`src/rtl/lcd_cmd_arbiter.sv`:
```
// Round-robin arbiter and sequencer for two command requesters in front of the
// LCD controller's single cmd/busy/done port, with a watchdog against a hung controller.
module lcd_cmd_arbiter #(
  parameter int TIMEOUT = 4096,
  parameter int TO_W    = 16
) (
  input  logic       i_clk,
  input  logic       i_reset,
  input  logic       i_req0_valid,
  input  logic [3:0] i_req0_cmd,
  output logic       o_req0_ready,
  input  logic       i_req1_valid,
  input  logic [3:0] i_req1_cmd,
  output logic       o_req1_ready,
  output logic [3:0] o_cmd,
  output logic       o_cmd_valid,
  input  logic       i_busy,
  input  logic       i_done,
  output logic       o_grant_id,
  output logic       o_cmd_done,
  output logic       o_err_illegal,
  output logic       o_err_timeout,
  output logic       o_idle
);

  // state     | meaning
  // BOOT      | waiting for the controller's post-reset image load (busy low)
  // IDLE      | accepting one request while the controller is not busy
  // ISSUE     | one-cycle cmd_valid strobe
  // GUARD     | one cycle ignoring busy while the controller registers it
  // WAIT_BUSY | codes 1..11: waiting for busy low
  // WAIT_DONE | code 0 (write-out): waiting for done
  localparam logic [2:0] S_BOOT      = 3'd0;
  localparam logic [2:0] S_IDLE      = 3'd1;
  localparam logic [2:0] S_ISSUE     = 3'd2;
  localparam logic [2:0] S_GUARD     = 3'd3;
  localparam logic [2:0] S_WAIT_BUSY = 3'd4;
  localparam logic [2:0] S_WAIT_DONE = 3'd5;

  localparam logic            WD_EN   = (TIMEOUT != 0);
  localparam logic [TO_W-1:0] WD_LAST = TO_W'(TIMEOUT - 1);
  localparam logic [TO_W-1:0] WD_ONE  = TO_W'(1);

  logic [2:0]      r_state;
  logic [3:0]      r_cmd_q;
  logic            r_cmd_valid;
  logic            r_grant_id;
  logic            r_rr;
  logic            r_cmd_done;
  logic            r_err_illegal;
  logic            r_err_timeout;
  logic [TO_W-1:0] r_wd;

  logic [2:0] w_next;
  logic       w_any;
  logic       w_win;
  logic       w_accept;
  logic [3:0] w_win_cmd;
  logic       w_legal;
  logic       w_wait;
  logic       w_wd_state;
  logic       w_exit;
  logic       w_wd_fire;

  // When rr's favoured requester is idle the other one wins, so w_win is
  // only meaningful together with w_any.
  assign w_any     = i_req0_valid | i_req1_valid;
  assign w_win     = r_rr ? i_req1_valid : ~i_req0_valid;
  assign w_accept  = (r_state == S_IDLE) & ~i_busy & w_any;
  assign w_win_cmd = w_win ? i_req1_cmd : i_req0_cmd;
  assign w_legal   = (w_win_cmd < 4'd12);

  assign w_wait     = (r_state == S_WAIT_BUSY) | (r_state == S_WAIT_DONE);
  assign w_wd_state = w_wait | (r_state == S_BOOT);

  always_comb begin
    w_exit = 1'b0;
    case (r_state)
      S_BOOT, S_WAIT_BUSY: w_exit = ~i_busy;
      S_WAIT_DONE:         w_exit = i_done;
      default:             w_exit = 1'b0;
    endcase
  end

  // A normal exit in the same cycle as the terminal count takes priority.
  assign w_wd_fire = WD_EN & w_wd_state & ~w_exit & (r_wd == WD_LAST);

  always_comb begin
    w_next = r_state;
    case (r_state)
      S_BOOT:      if (w_exit || w_wd_fire) w_next = S_IDLE;
      S_IDLE:      if (w_accept && w_legal) w_next = S_ISSUE;
      S_ISSUE:     w_next = S_GUARD;
      S_GUARD:     w_next = (r_cmd_q == 4'd0) ? S_WAIT_DONE : S_WAIT_BUSY;
      S_WAIT_BUSY: if (w_exit || w_wd_fire) w_next = S_IDLE;
      S_WAIT_DONE: if (w_exit || w_wd_fire) w_next = S_IDLE;
      default:     w_next = S_BOOT;
    endcase
  end

  always_ff @(posedge i_clk or posedge i_reset) begin
    if (i_reset) begin
      r_state       <= S_BOOT;
      r_cmd_valid   <= 1'b0;
      r_cmd_done    <= 1'b0;
      r_err_illegal <= 1'b0;
      r_err_timeout <= 1'b0;
    end else begin
      r_state       <= w_next;
      r_cmd_valid   <= (w_next == S_ISSUE);
      r_cmd_done    <= w_wait & w_exit;
      r_err_illegal <= w_accept & ~w_legal;
      r_err_timeout <= w_wd_fire;
    end
  end

  // Only legal codes reach cmd_q, so cmd never shows a rejected code.
  always_ff @(posedge i_clk or posedge i_reset) begin
    if (i_reset) begin
      r_cmd_q    <= 4'd0;
      r_grant_id <= 1'b0;
      r_rr       <= 1'b0;
    end else begin
      if (w_accept) begin
        r_grant_id <= w_win;
        if (w_legal) r_cmd_q <= w_win_cmd;
      end
      if ((w_accept & ~w_legal) | (w_wait & (w_exit | w_wd_fire))) r_rr <= ~r_rr;
    end
  end

  always_ff @(posedge i_clk or posedge i_reset) begin
    if (i_reset) begin
      r_wd <= '0;
    end else if (w_next != r_state) begin
      r_wd <= '0;
    end else if (w_wd_state) begin
      r_wd <= r_wd + WD_ONE;
    end
  end

  assign o_req0_ready  = w_accept & ~w_win;
  assign o_req1_ready  = w_accept & w_win;
  assign o_cmd         = r_cmd_q;
  assign o_cmd_valid   = r_cmd_valid;
  assign o_grant_id    = r_grant_id;
  assign o_cmd_done    = r_cmd_done;
  assign o_err_illegal = r_err_illegal;
  assign o_err_timeout = r_err_timeout;
  assign o_idle        = (r_state == S_IDLE);

endmodule

```
`config.mk`:
```
export PLATFORM = sky130hd
export DESIGN_NAME = lcd_cmd_arbiter
export DESIGN_NICKNAME = d
export VERILOG_FILES = /design/src/rtl/lcd_cmd_arbiter.sv
export SDC_FILE = /design/constraint.sdc
export NUM_CORES = 1
export LEC_CHECK = 0
export ABC_AREA = 1
export BUFFER_PORTS_ARGS = -buffer_cell sky130_fd_sc_hd__buf_2
export CORE_MARGIN = 2
export CORE_UTILIZATION = 55
export DETAILED_ROUTE_END_ITERATION = 12
export PLACE_DENSITY = 0.77
export SLEW_MARGIN = 20
export SYNTH_ARGS = -nofsm -noshare
export SYNTH_HDL_FRONTEND = slang
export SYNTH_SLANG_ARGS = --single-unit
```
`constraint.sdc`:
```
create_clock -name i_clk -period 1.8 [get_ports i_clk]
set_input_delay 0.09 -clock i_clk [delete_from_list [all_inputs] [get_ports i_clk]]
set_output_delay 0.09 -clock i_clk [all_outputs]
set_load 0.02 [all_outputs]
```
* Word-level counts from Yosys, hierarchy flattened *
Index checks and enable logic that the tools add are counted.

operators by class
  add/sub/neg operators = 1
  $lt $le $gt $ge = 1
  equality and inequality tests = 8
  multiplexer cells = 9
  bitwise logic cells = 20
  reduce and logical (&&, ||, !) cells = 8

operators by type and width
  kind                     count
  $mux W16                 2
  $add A16 B1 Y16 const B  1
  $eq A16 B12 Y1 const B   1
  $pmux W3 S4              1
  $and A1 B1 Y1            9
  $eq A3 B2 Y1 const B     3
  $eq A3 B3 Y1 const B     2
  $mux W3                  2
  $not A1 Y1               6
  $or A1 B1 Y1             5
  $logic_not A4 Y1         1
  $lt A4 B4 Y1 const B     1
  $mux W4                  1
  $eq A3 B1 Y1 const B     1
  $logic_not A3 Y1         1
  $ne A3 B3 Y1             1
  $reduce_or A3 Y1         1
  $mux W1                  2
  $pmux W1 S2              1
  $reduce_and A2 Y1        1
  $reduce_bool A2 Y1       1
  $reduce_or A2 Y1         1
  $logic_and A1 B1 Y1      1
  $logic_or A1 B1 Y1       1

storage, ports and cells
  flip-flop bits (word level) = 29
  bits of input ports = 14
  output and inout port bits = 12
  logic and storage cells = 56

* Logic depth before layout (Yosys ltp) *
Gate-level depths: netlist of run 1.

  depth in word-level cells = 11
  mapped depth = 14
  depth with buffers taken out = 13

* Worst setup path after synthesis of run 1 *
No wires, ideal clock.

  path type = register to register
  from = register r_state[0]
  to = register r_wd[7]
  setup time = 120 ps
  arrival time = 1471 ps
  data required time = 1680 ps
  path slack = 209 ps
  stages on the path, launching flop included = 12
  path buffers = 2
  cells stage by stage = dfrtp_1 -> buf_4 -> a21oi_4 -> inv_2 -> nor2_1 -> nand2_1 -> nand2_2 -> nand2_1 -> and2_4 -> nand2_4 -> buf_8 -> nor2_1

on the way
  longest elaborated chain between the ends = 11

RTL lines
  what                                                     line        source
  start: declaration                                       44          logic [2:0] r_state;
  start signal: assignment                                 109         r_state <= w_next;
  $eq A3 B3 Y1 / $logic_not A3 Y1 (equally long branches)  -
  $reduce_or A2 Y1                                         78          case (r_state)
  $pmux W1 S2                                              78
  $not A1 Y1                                               86          assign w_wd_fire = WD_EN & w_wd_state & ~w_exit & (r_wd == WD_LAST);
  $and A1 B1 Y1 (2 in series)                              86
  $logic_or A1 B1 Y1                                       91, 95, 96
  $mux W3                                                  91, 95, 96
  $pmux W3 S4                                              90          case (r_state)
  $ne A3 B3 Y1                                             135         end else if (w_next != r_state) begin
  $mux W16 / $reduce_bool A2 Y1 (equally long branches)    -
  end signal: assignment                                   138         r_wd <= r_wd + WD_ONE;
  end: declaration                                         52          logic [TO_W-1:0] r_wd;

Several ways; a longest one is shown, not always the timed one.
A chain may end at the register's enable or synchronous reset.

* Final worst setup path of run 1 *
  from = register r_state[1]
  to = output o_req0_ready

on the way
  longest elaborated chain between the ends = 4

RTL lines
  what                         line  source
  $eq A3 B1 Y1                 69    assign w_accept = (r_state == S_IDLE) & ~i_busy & w_any;
  $and A1 B1 Y1 (2 in series)  69
  $and A1 B1 Y1                142   assign o_req0_ready = w_accept & ~w_win;
  end: declaration             11    output logic o_req0_ready,

No other way between the ends.

==> results of run 1 <==
-- worst max-delay path: cells and delay by family (launching register included) --
family        cells  cell delay, ns
buf+inv           3            0.38
flops             1            0.47
simple gates      3            0.40
-- cells by family (layout without fill, tap and decap cells) --
kind of cell | after synthesis | count (layout) | synth area share, %
compound gates | 12 | 12 | 5.355
flops | 29 | 29 | 45.67
buf+inv | 35 | 70 | 9.212
simple gates | 116 | 117 | 31.73
xor+xnor | 12 | 12 | 6.615
mux | 1 | 1 | 0.6299
fa+ha+maj | 1 | 1 | 0.7873
-- power groups by stage --
stage          Combinational, uW  Sequential (uW)  Clock (uW)
6_report                    1320              925         386
5_1_grt                     1460              942         426
4_1_cts                     1170              917         395
3_5_place_dp                1160              930           0
3_3_place_gp                1140              927           0
2_1_floorplan                903              973           0
-- final cells by class --
| class | count | area [sq um] |
|---|---|---|
| sequential | 29 | 726.9 |
| timing repair buffer | 29 | 160.2 |
| clock inverter | 3 | 17.52 |
| inverter | 33 | 123.9 |
| tap | 31 | 38.79 |
| multi-input combinational | 143 | 757.0 |
| clock buffer | 5 | 37.54 |
| fill | 252 | 895.9 |
-- cells in the mapped netlist, types with 2 or more instances --
cell type / number
nand2_1: 45
nor2_1: 44
dfrtp_1: 29
inv_1: 29
xor2_1: 9
nand2_2: 7
nand3_1: 7
nand4_1: 5
inv_2: 4
a31oi_1: 3
xnor2_1: 3
a21oi_1: 2
nor3_1: 2
o21a_1: 2
o21ai_0: 2
-- worst paths after layout --
kind / start / endpoint / slack, ns / cells after the start
hold / removal: i_req0_cmd[0] / o_cmd[0] / 0.01 / 3
setup reg to reg: r_rr / r_wd[14] / 0.16 / 10
setup / recovery: r_state[1] / o_req0_ready / 0.13 / 6
hold reg to reg: o_cmd[3] / o_cmd[3] / 0.52 / 1
min in group asynchronous: i_reset / o_err_illegal / 0.36 / 4
max in group asynchronous: i_reset / r_state[0] / 1.15 / 4
-- timing repair --
item | in CTS | in global routing
setup endpoints to repair | 0 | 17
hold buffers | 2 | 0
gates resized for setup | 0 | 8
endpoints found under the hold margin | 30 | 0
-- cells in the final DEF, fill, tap and decap left out --
cell type,n
xnor2_1,3
o21a_1,2
o211ai_1,1
buf_4,2
nand2_1,44
buf_2,25
nand3_1,7
mux2i_1,1
nor2_1,42
nand2_4,2
clkinv_2,2
and2_4,1
nor4_1,1
dfrtp_1,28
dlygate4sd3_1,2
nand4_1,5
inv_2,4
a31oi_1,3
nand3_2,1
a21oi_4,1
a21oi_1,2
nand2_2,7
nor2_4,1
xor2_1,9
clkinvlp_4,1
dfrtp_2,1
o21bai_1,1
nor2_2,2
nor3_1,2
nand2_8,1
o21ai_0,2
inv_1,29
ha_2,1
clkbuf_4,5
nand3b_1,1
-- registers in the layout, summed over array words and instances, names as in the netlist --
register,flops
r_rr,1
o_err_timeout,1
o_cmd,4
o_grant_id,1
o_err_illegal,1
r_state,3
r_wd,16
o_cmd_valid,1
o_cmd_done,1
-- per-stage QoR --
| stage | worst slack, ns | hold WS, ns | total power (uW) |
|---|---|---|---|
| floorplan | 0.2092 | 0.1681 | 1876 |
| global placement | 0.1210 | 0.1764 | 2065 |
| detailed placement | 0.08398 | 0.1811 | 2093 |
| CTS | 0.06895 | 0.001781 | 2483 |
| global route | -0.0004496 | 0.01192 | 2829 |
| finish | 0.1344 | 0.01339 | 2626 |
-- per-layer routing --
layer | share of wire [%] | vias up | track usage, % | routed length, microns
li1 | - | 703 | - | -
met2 | 49 | 27 | 33.93 | 1497
met5 | 0 | - | 0 | 0
met1 | 45 | 594 | 25.29 | 1369
met4 | 1.6 | 0 | 8.970 | 48
met3 | 4.6 | 5 | 6.027 | 139
==> flow_summary_export.csv, run 1 <==
group,metric,value,unit
outcome,run_status,"finished, final reports clean",
global_route,overflow,0,
global_route,first_global_vias,1245,
cts,cts_tree,"built",
die,chipWidth,57.75,microns
logic_synthesis,syn_nets,221,
route,drt-pass1-iter-count,4,
route,wl_per_cell,11.19,microns
final_layout,final_core_util,67.51,%
setup_path,cp_cell_sequence,"inv_2 > nand3_2 > nor2_4 > inv_1 > nor2_1 > buf_2",
hold_path,hp-class,"primary input to register",
logic_synthesis,synth-edff-count,0,
sta,period_needed,1.666,ns
cts,cts.clk_slew.worst_paths,0.09,ns
power,switching_share,46.92,%
global_route,track_usage,20.65,%
global_route,grt_pass1_wl,5195,microns
sta,tns,0,ns
final_layout,drive_gt1_share,23.55,%
die,start_util,57.62,%
setup_path,max_stage_delay,0.47,ns
cts,cts_sinks,29,
cts,cts_max_level,2,
final_layout,n_antenna_cell,0,
placement,gp_congestion,0.7981,
sta,fin_skew,0.008247,ns
job,cap_violations,0,
die,num_rows,19,
die,dieArea,0.003335,sq mm
sta,finalCritPeriodShare,92.53,%
setup_path,path_max_fanout,5,
logic_synthesis,ys_ff_latch,29,
logic_synthesis,synth_area,0.001589,sq mm
sta,worst_pin_slew,0.3696,ns
die,die_h,57.75,microns
final_layout,nets,256,
setup_path,crit_path_end_kind,"output port",
setup_path,cp-start-kind,"register",
die,ioPinCount,26,
route,wl,3054,microns
die,core-area,0.002758,sq mm
power,p_per_area,1410,mW/mm^2
global_route,grt_max_degree,30,
logic_synthesis,synth.top_cell.area_share,45.67,%
sta,finalSetupViolCount,0,
sta,finalMaxSlewViolations,0,
power,peakVddDrop,1138,uV
sta,slew_headroom,75.36,%
route,dr.first_iter.drc_count,50,
route,vias_per_cell,4.868,
sta,hold_viol_final,0,
cts,cts_buffer_depth,2,
setup_path,cp.arrival,1.58,ns
placement,numPortBuffers,25,
logic_synthesis,ys_types,28,
setup_path,crit_type,"register to output port",
route,drc_errors,0,
placement,dp_hpwl,2193,microns
power,power.internal,1394,uW
route,ant_nets,0,
power,pwr-share-clk,14.7,%
logic_synthesis,syn_inst,206,
logic_synthesis,synthArstFlopShare,100.0,%
route,dr_total_vias,1329,
cts,insertion_delay,0.33,ns
power,p_leak,0.0009392,uW
global_route,antenna_found_initial,0,
cts,cts_buffers,5,
placement,post_dp_cell_area,0.001745,sq mm
logic_synthesis,yosys_warnings,0,
logic_synthesis,synth_flop_cell,"dfrtp_1",
power,pwr-share-comb,50.1,%
setup_path,slowest_stage,"dfrtp_1",
logic_synthesis,synth.area.top_cells,"dfrtp_1 (46%), nand2_1 (11%), nor2_1 (10%)",
final_layout,finalNonFillerCells,273,
logic_synthesis,yosysSeqAreaShare,45.67,%
logic_synthesis,post_synth.cell_area_avg,7.714,sq um
sta,rsz0062_at_grt,"true",
final_layout,design_area,0.001862,sq mm
power,p_sw,1232,uW
sta,timing.fmax,0.6004,GHz
cts,cts_setup_buffers,0,
power,p_seq_share,35.2,%
placement,dpl.cell_count,262,
final_layout,syn_to_final_growth,17.17,%
setup_path,cp.required,1.71,ns
logic_synthesis,yosys.area.top_type,"dfrtp_1",
cts,clockRootBuffer,"clkbuf_4",
Power figures use the tool's default switching activity.
==> inputs of run 2 (changes only) <==
Settings changed: BUFFER_PORTS_ARGS -buffer_cell sky130_fd_sc_hd__buf_2 to -buffer_cell sky130_fd_sc_hd__clkbuf_2, CORE_UTILIZATION 55 to 50, PLACE_DENSITY 0.77 to 0.85.
Clock period 1.8 ns to 1.4 ns, I/O delays scaled along.
==> run 2 against run 1 <==
Compared with the run above:
- the flow now finishes with violations (setup timing)
- total power is 81% higher
- sequential power is 31% higher
- routed wire length is 75% higher
- sequential share of layout area is 9.6 points lower
- global-route usage is 6.1 points higher
- clock skew is 0.00073 ns higher
- final cell count is 24% higher
- sequential cell count stayed put
- highest routed layer unchanged
- design area is 33% higher
- core utilization is 14 points higher
==> flow_summary_export.csv, run 2 (same netlist as run 1, synthesis figures left out) <==
group,metric,value,unit
global_route,grt_pass1_wl,7065,microns
setup_path,r2r-end,"r_wd[13]",
outcome,run_status,"finished, violations left",
placement,numPortBuffers,25,
sta,hold_viol_final,0,
die,num_rows,20,
final_layout,final_cell_mix,"buf_4 (43), nor2_1 (36), nand2_1 (34)",
global_route,overflow,0,
setup_path,cp.arrival,2.08,ns
route,ant_nets,0,
route,dr.first_iter.drc_count,83,
sta,slew_headroom,75.22,%
die,dieArea,0.003645,sq mm
die,chipWidth,60.38,microns
cts,cts.clk_slew.worst_paths,0.10,ns
global_route,antenna_found_initial,0,
cts,cts_buffers,5,
route,drt-pass1-iter-count,4,
hold_path,hp-class,"primary input to register",
sta,worst_pin_slew,0.3717,ns
route,wl,5332,microns
setup_path,critPathMostFrequentCell,"buf_4",
power,peakVddDrop,1526,uV
final_layout,nets,309,
route,dr_total_vias,1700,
route,wl_per_cell,15.73,microns
final_layout,final_common_cell,"buf_4",
setup_path,r2r-start,"r_state[1]",
setup_path,max_stage_delay,0.46,ns
die,start_util,52.48,%
sta,finalSetupViolCount,25,
route,vias_per_cell,5.015,
placement,dpl.cell_count,311,
global_route,first_global_vias,1724,
power,p_leak,0.001250,uW
final_layout,largest_register_ffs,16,
sta,finalCritPeriodShare,128.8,%
outcome,violations,"setup timing",
die,die_h,60.38,microns
sta,timing.fmax,0.5547,GHz
setup_path,cp-start-kind,"register",
sta,setup_ws,-0.4026,ns
final_layout,largest-register,"r_wd",
sta,tns,-4.753,ns
die,ioPinCount,26,
sta,whs,0.2047,ns
final_layout,drive_gt1_share,45.76,%
final_layout,final_core_util,81.94,%
die,core-area,0.003028,sq mm
setup_path,cp.required,1.68,ns
hold_path,whs_path_depth,6,
hold_path,hold_start,"i_busy",
sta,rsz0062_at_grt,"true",
setup_path,worstRegToRegCells,8,
sta,fin_skew,0.008976,ns
cts,cts_buffer_depth,2,
setup_path,slowest_stage,"dfrtp_2",
cts,cts_sinks,29,
route,drc_errors,0,
cts,clockRootBuffer,"clkbuf_4",
setup_path,crit_type,"register to register",
final_layout,syn_to_final_growth,56.14,%
global_route,track_usage,26.73,%
setup_path,path_max_fanout,4,
hold_path,whs_endpoint,"o_err_timeout",
final_layout,n_antenna_cell,0,
placement,gp_congestion,0.8126,
cts,cts_max_level,2,
setup_path,crit_path_end_kind,"register",
setup_path,cp_cell_sequence,"buf_6 > a21oi_4 > buf_4 > buf_4 > nand4_1 > nor3_2 > o211ai_1 > nor2_2",
final_layout,finalNonFillerCells,339,
sta,period_needed,1.803,ns
global_route,grt_max_degree,30,
setup_path,rrSetupSlack,-0.40,ns
sta,finalMaxSlewViolations,0,
placement,post_dp_cell_area,0.002042,sq mm
placement,dp_hpwl,2609,microns
cts,cts_tree,"built",
final_layout,fill_cells,176,
cts,insertion_delay,0.35,ns
final_layout,design_area,0.002481,sq mm
power,p_per_area,1917,mW/mm^2
job,cap_violations,0,
run 2: cell count changes in the layout (fill, tap and decap cells not counted), moves of 6 or more:
cell      previous run  this run
nand2_1             44        34
buf_4                2        43
buf_6                0        11
clkbuf_2             0        22
nand2_2              7        15
buf_2               25         0
nor2_1              42        36
run 2: worst max-delay path, delay by kind of cell, from the launching register on:
| kind | cells | cell delay, ns |
|---|---|---|
| AOI/OAI and AO/OA | 2 | 0.35 |
| DFF | 1 | 0.46 |
| buffers and inverters | 3 | 0.41 |
| and+or+nand+nor | 3 | 0.52 |
run 2: layout make-up:
type | count | area (sq um) | area share [%]
Multi-Input combinational cell | 143 | 873.3 | 35.20
Sequential cell | 29 | 729.5 | 29.40
Timing Repair Buffer | 82 | 621.8 | 25.06
Inverter | 33 | 131.4 | 5.295
Clock buffer | 7 | 65.06 | 2.622
Tap cell | 44 | 55.05 | 2.219
Clock inverter | 1 | 5.005 | 0.2017
run 2: where the power goes:
| part | leakage (uW) | internal, uW | total (uW) | switching [uW] |
|---|---|---|---|---|
| combinational | 0.000831 | 1300 | 2930 | 1630 |
| clock | 0.0000413 | 291 | 609 | 319 |
| sequential | 0.000378 | 1020 | 1210 | 194 |
run 2: repair_timing:
item	CTS	global route
buffers inserted	9	5
hold buffers	5	0
hold endpoints to repair	31	0
gates resized for setup	27	36
endpoints found under the setup margin	23	28
cloned	1	0
pin swaps	3	7
run 2: worst max path at each step:
stage	startpoint	end	slack [ns]	cells past startpoint
6_report	r_state[1]	r_wd[13]	-0.40	8
5_1_grt	r_state[1]	r_wd[13]	-0.46	8
4_1_cts	r_wd[0]	r_wd[8]	-0.19	12
3_5_place_dp	r_wd[0]	r_wd[13]	-0.23	12
3_3_place_gp	r_state[2]	r_wd[11]	-0.13	7
2_1_floorplan	r_state[2]	r_wd[7]	-0.13	12
run 2: stage by stage:
| step | setup slack [ns] | total power [uW] |
|---|---|---|
| after floorplan | -0.1315 | 2428 |
| after global placement | -0.1293 | 3003 |
| after detailed placement | -0.2340 | 3066 |
| after CTS | -0.1942 | 4192 |
| after global routing | -0.4554 | 4976 |
| final | -0.4026 | 4755 |
run 2: routing by layer:
metal / GRT usage (%) / wire length (microns) / share of wire [%]
met1: 27.32 / 1981 / 37
met3: 7.249 / 193 / 3.6
met5: 0 / 0 / 0
met4: 13.97 / 240 / 4.5
met2: 49.38 / 2917 / 55
==> inputs of run 3 (changes only) <==
Settings changed: BUFFER_PORTS_ARGS -buffer_cell sky130_fd_sc_hd__clkbuf_2 to -buffer_cell sky130_fd_sc_hd__buf_4.
Clock period 1.4 ns to 1.6 ns, I/O delays scaled along.
==> run 3 against run 2 <==
Compared with the run above:
- the run still ends with setup timing left
- die area unchanged
- critical path depth increased by 3
- core utilization decreased by 7.7 points
- clock power decreased by 25%
- global-route usage decreased by 6.6 points
- sequential share of layout area increased by 3.0 points
- fmax increased by 5.7%
- combinational power decreased by 24%
- critical path type unchanged
- highest routed layer unchanged
==> flow_summary_export.csv, run 3 (same netlist as run 1, synthesis figures left out) <==
group,metric,value,unit
outcome,run_status,"finished, violations left",
outcome,violations,"setup timing",
setup_path,path_max_fanout,8,
global_route,grt_pass1_wl,5423,microns
route,vias_per_cell,4.934,
route,wl,3789,microns
power,p_seq_share,28.0,%
die,die_h,60.38,microns
setup_path,cp.arrival,1.93,ns
route,wl_per_cell,12.42,microns
placement,dpl.cell_count,284,
die,core-area,0.003028,sq mm
final_layout,final_core_util,74.26,%
final_layout,largest-register,"r_wd",
placement,numPortBuffers,25,
sta,finalSetupViolCount,17,
hold_path,hp-class,"primary input to register",
final_layout,multi_input_comb_area,898.4,sq um
setup_path,cp.required,1.82,ns
route,ant_nets,0,
cts,cts.clk_slew.worst_paths,0.09,ns
sta,worst_pin_slew,0.3754,ns
final_layout,drive_gt1_share,40.23,%
sta,hold_viol_final,0,
final_layout,syn_to_final_growth,41.50,%
sta,rsz0062_at_grt,"true",
power,pwr-share-comb,59.8,%
power,p_sw,1736,uW
setup_path,cp-start-kind,"register",
die,chipWidth,60.38,microns
final_layout,largest_register_ffs,16,
cts,cts_sinks,29,
final_layout,regArea,728.2,sq um
setup_path,crit_path_end_kind,"register",
cts,cts_max_level,2,
cts,cts_buffers,5,
final_layout,n_antenna_cell,0,
final_layout,final_cell_mix,"buf_4 (44), nand2_1 (38), inv_1 (28)",
die,num_rows,20,
power,p_per_area,1655,mW/mm^2
job,cap_violations,0,
power,p_leak,0.001083,uW
route,drt-pass1-iter-count,4,
sta,setup_ws,-0.1054,ns
final_layout,finalNonFillerCells,305,
power,switching_share,46.67,%
die,ioPinCount,26,
placement,place_ws,-0.06214,ns
cts,clockRootBuffer,"clkbuf_4",
global_route,first_global_vias,1363,
placement,gp_congestion,0.8102,
die,start_util,52.48,%
sta,timing.fmax,0.5864,GHz
cts,insertion_delay,0.33,ns
power,power.internal,1984,uW
sta,period_needed,1.705,ns
global_route,antenna_found_initial,0,
power,pwr-share-clk,12.2,%
power,power,3721,uW
cts,cts_tree,"built",
sta,finalMaxSlewViolations,0,
sta,finalCritPeriodShare,106.6,%
final_layout,fill_cells,218,
final_layout,nets,276,
sta,slew_headroom,74.78,%
global_route,grt_max_degree,30,
final_layout,final_common_cell,"buf_4",
route,drc_errors,0,
global_route,overflow,0,
power,peakVddDrop,1015,uV
route,dr_total_vias,1505,
global_route,track_usage,20.10,%
placement,dp_hpwl,2291,microns
die,dieArea,0.003645,sq mm
setup_path,crit_type,"register to register",
route,dr.first_iter.drc_count,77,
sta,fin_skew,0.008241,ns
cts,cts_buffer_depth,2,
==> run 3: cell types whose count changed in the layout (fill, tap and decap cells not counted), sizes merged <==
cell | before | now
clkbuf | 29 | 7
dlygate4sd3 | 5 | 1
buf | 55 | 48
clkinv | 1 | 0
==> run 3: per-layer routing <==
| layer | wire (microns) | up-vias | GRT usage, % |
|---|---|---|---|
| li1 | - | 742 | - |
| met4 | 51 | 0 | 8.254 |
| met3 | 177 | 8 | 7.463 |
| met1 | 1512 | 716 | 21.74 |
| met5 | 0 | - | 0 |
| met2 | 2047 | 39 | 35.40 |
==> run 3: path summary, 6_finish.rpt <==
check / startpoint / end / slack [ns] / cells past startpoint
worst min register to register: o_grant_id / o_grant_id / 0.52 / 2
worst max-delay path: r_state[1] / r_wd[13] / -0.11 / 11
min in group asynchronous: i_reset / r_wd[4] / 0.37 / 4
max in group asynchronous: i_reset / r_state[0] / 0.94 / 4
worst max register to register: r_state[1] / r_wd[13] / -0.11 / 11
worst min-delay path: i_req1_cmd[0] / o_cmd[0] / 0.02 / 3
==> run 3: power by group through the flow <==
stage | clock (uW) | combinational, uW | sequential, uW
after floorplan | 0 | 1020 | 1090
after global placement | 0 | 1430 | 1040
after detailed placement | 0 | 1460 | 1040
after CTS | 465 | 1590 | 1020
after global routing | 508 | 2380 | 1060
final | 455 | 2220 | 1040
==> run 3: area by class of cell <==
| class | instances | share of cell area (%) |
|---|---|---|
| inverter | 33 | 5.620 |
| sequential | 29 | 32.39 |
| clock buffer | 7 | 2.449 |
| timing repair buffer | 49 | 17.14 |
| multi-input combinational | 143 | 39.96 |
| tap | 44 | 2.449 |
==> run 3: stage by stage <==
step / setup TNS, ns / cell area [sq um] / hold WS, ns
floorplan: 0 / 1589 / 0.1581
detailed placement: -0.8390 / 1892 / 0.1798
global placement: -0.1703 / 1892 / 0.1752
global route: -2.177 / 2248 / 0.02572
finish: -1.502 / 2248 / 0.02044
CTS: 0 / 2001 / 0.01194
==> run 3: repair_timing <==
item | CTS | global route
endpoints found under the setup margin | 19 | 20
hold buffers | 1 | 0
pin swaps | 1 | 14
setup buffers | 3 | 9
resized for setup | 6 | 48
cloned | 0 | 1
endpoints found under the hold margin | 29 | 0
==> run 3: critical path: stages, from the launching register on <==
cell and delay (ns):
dfrtp_2 0.44, buf_4 0.15, a21oi_4 0.16, inv_2 0.08, nor2_1 0.11, nand2_1 0.09
nand2_2 0.11, nand2_2 0.07, nand2_2 0.09, nand2_4 0.11, nand2_8 0.13, nor2_1 0.05
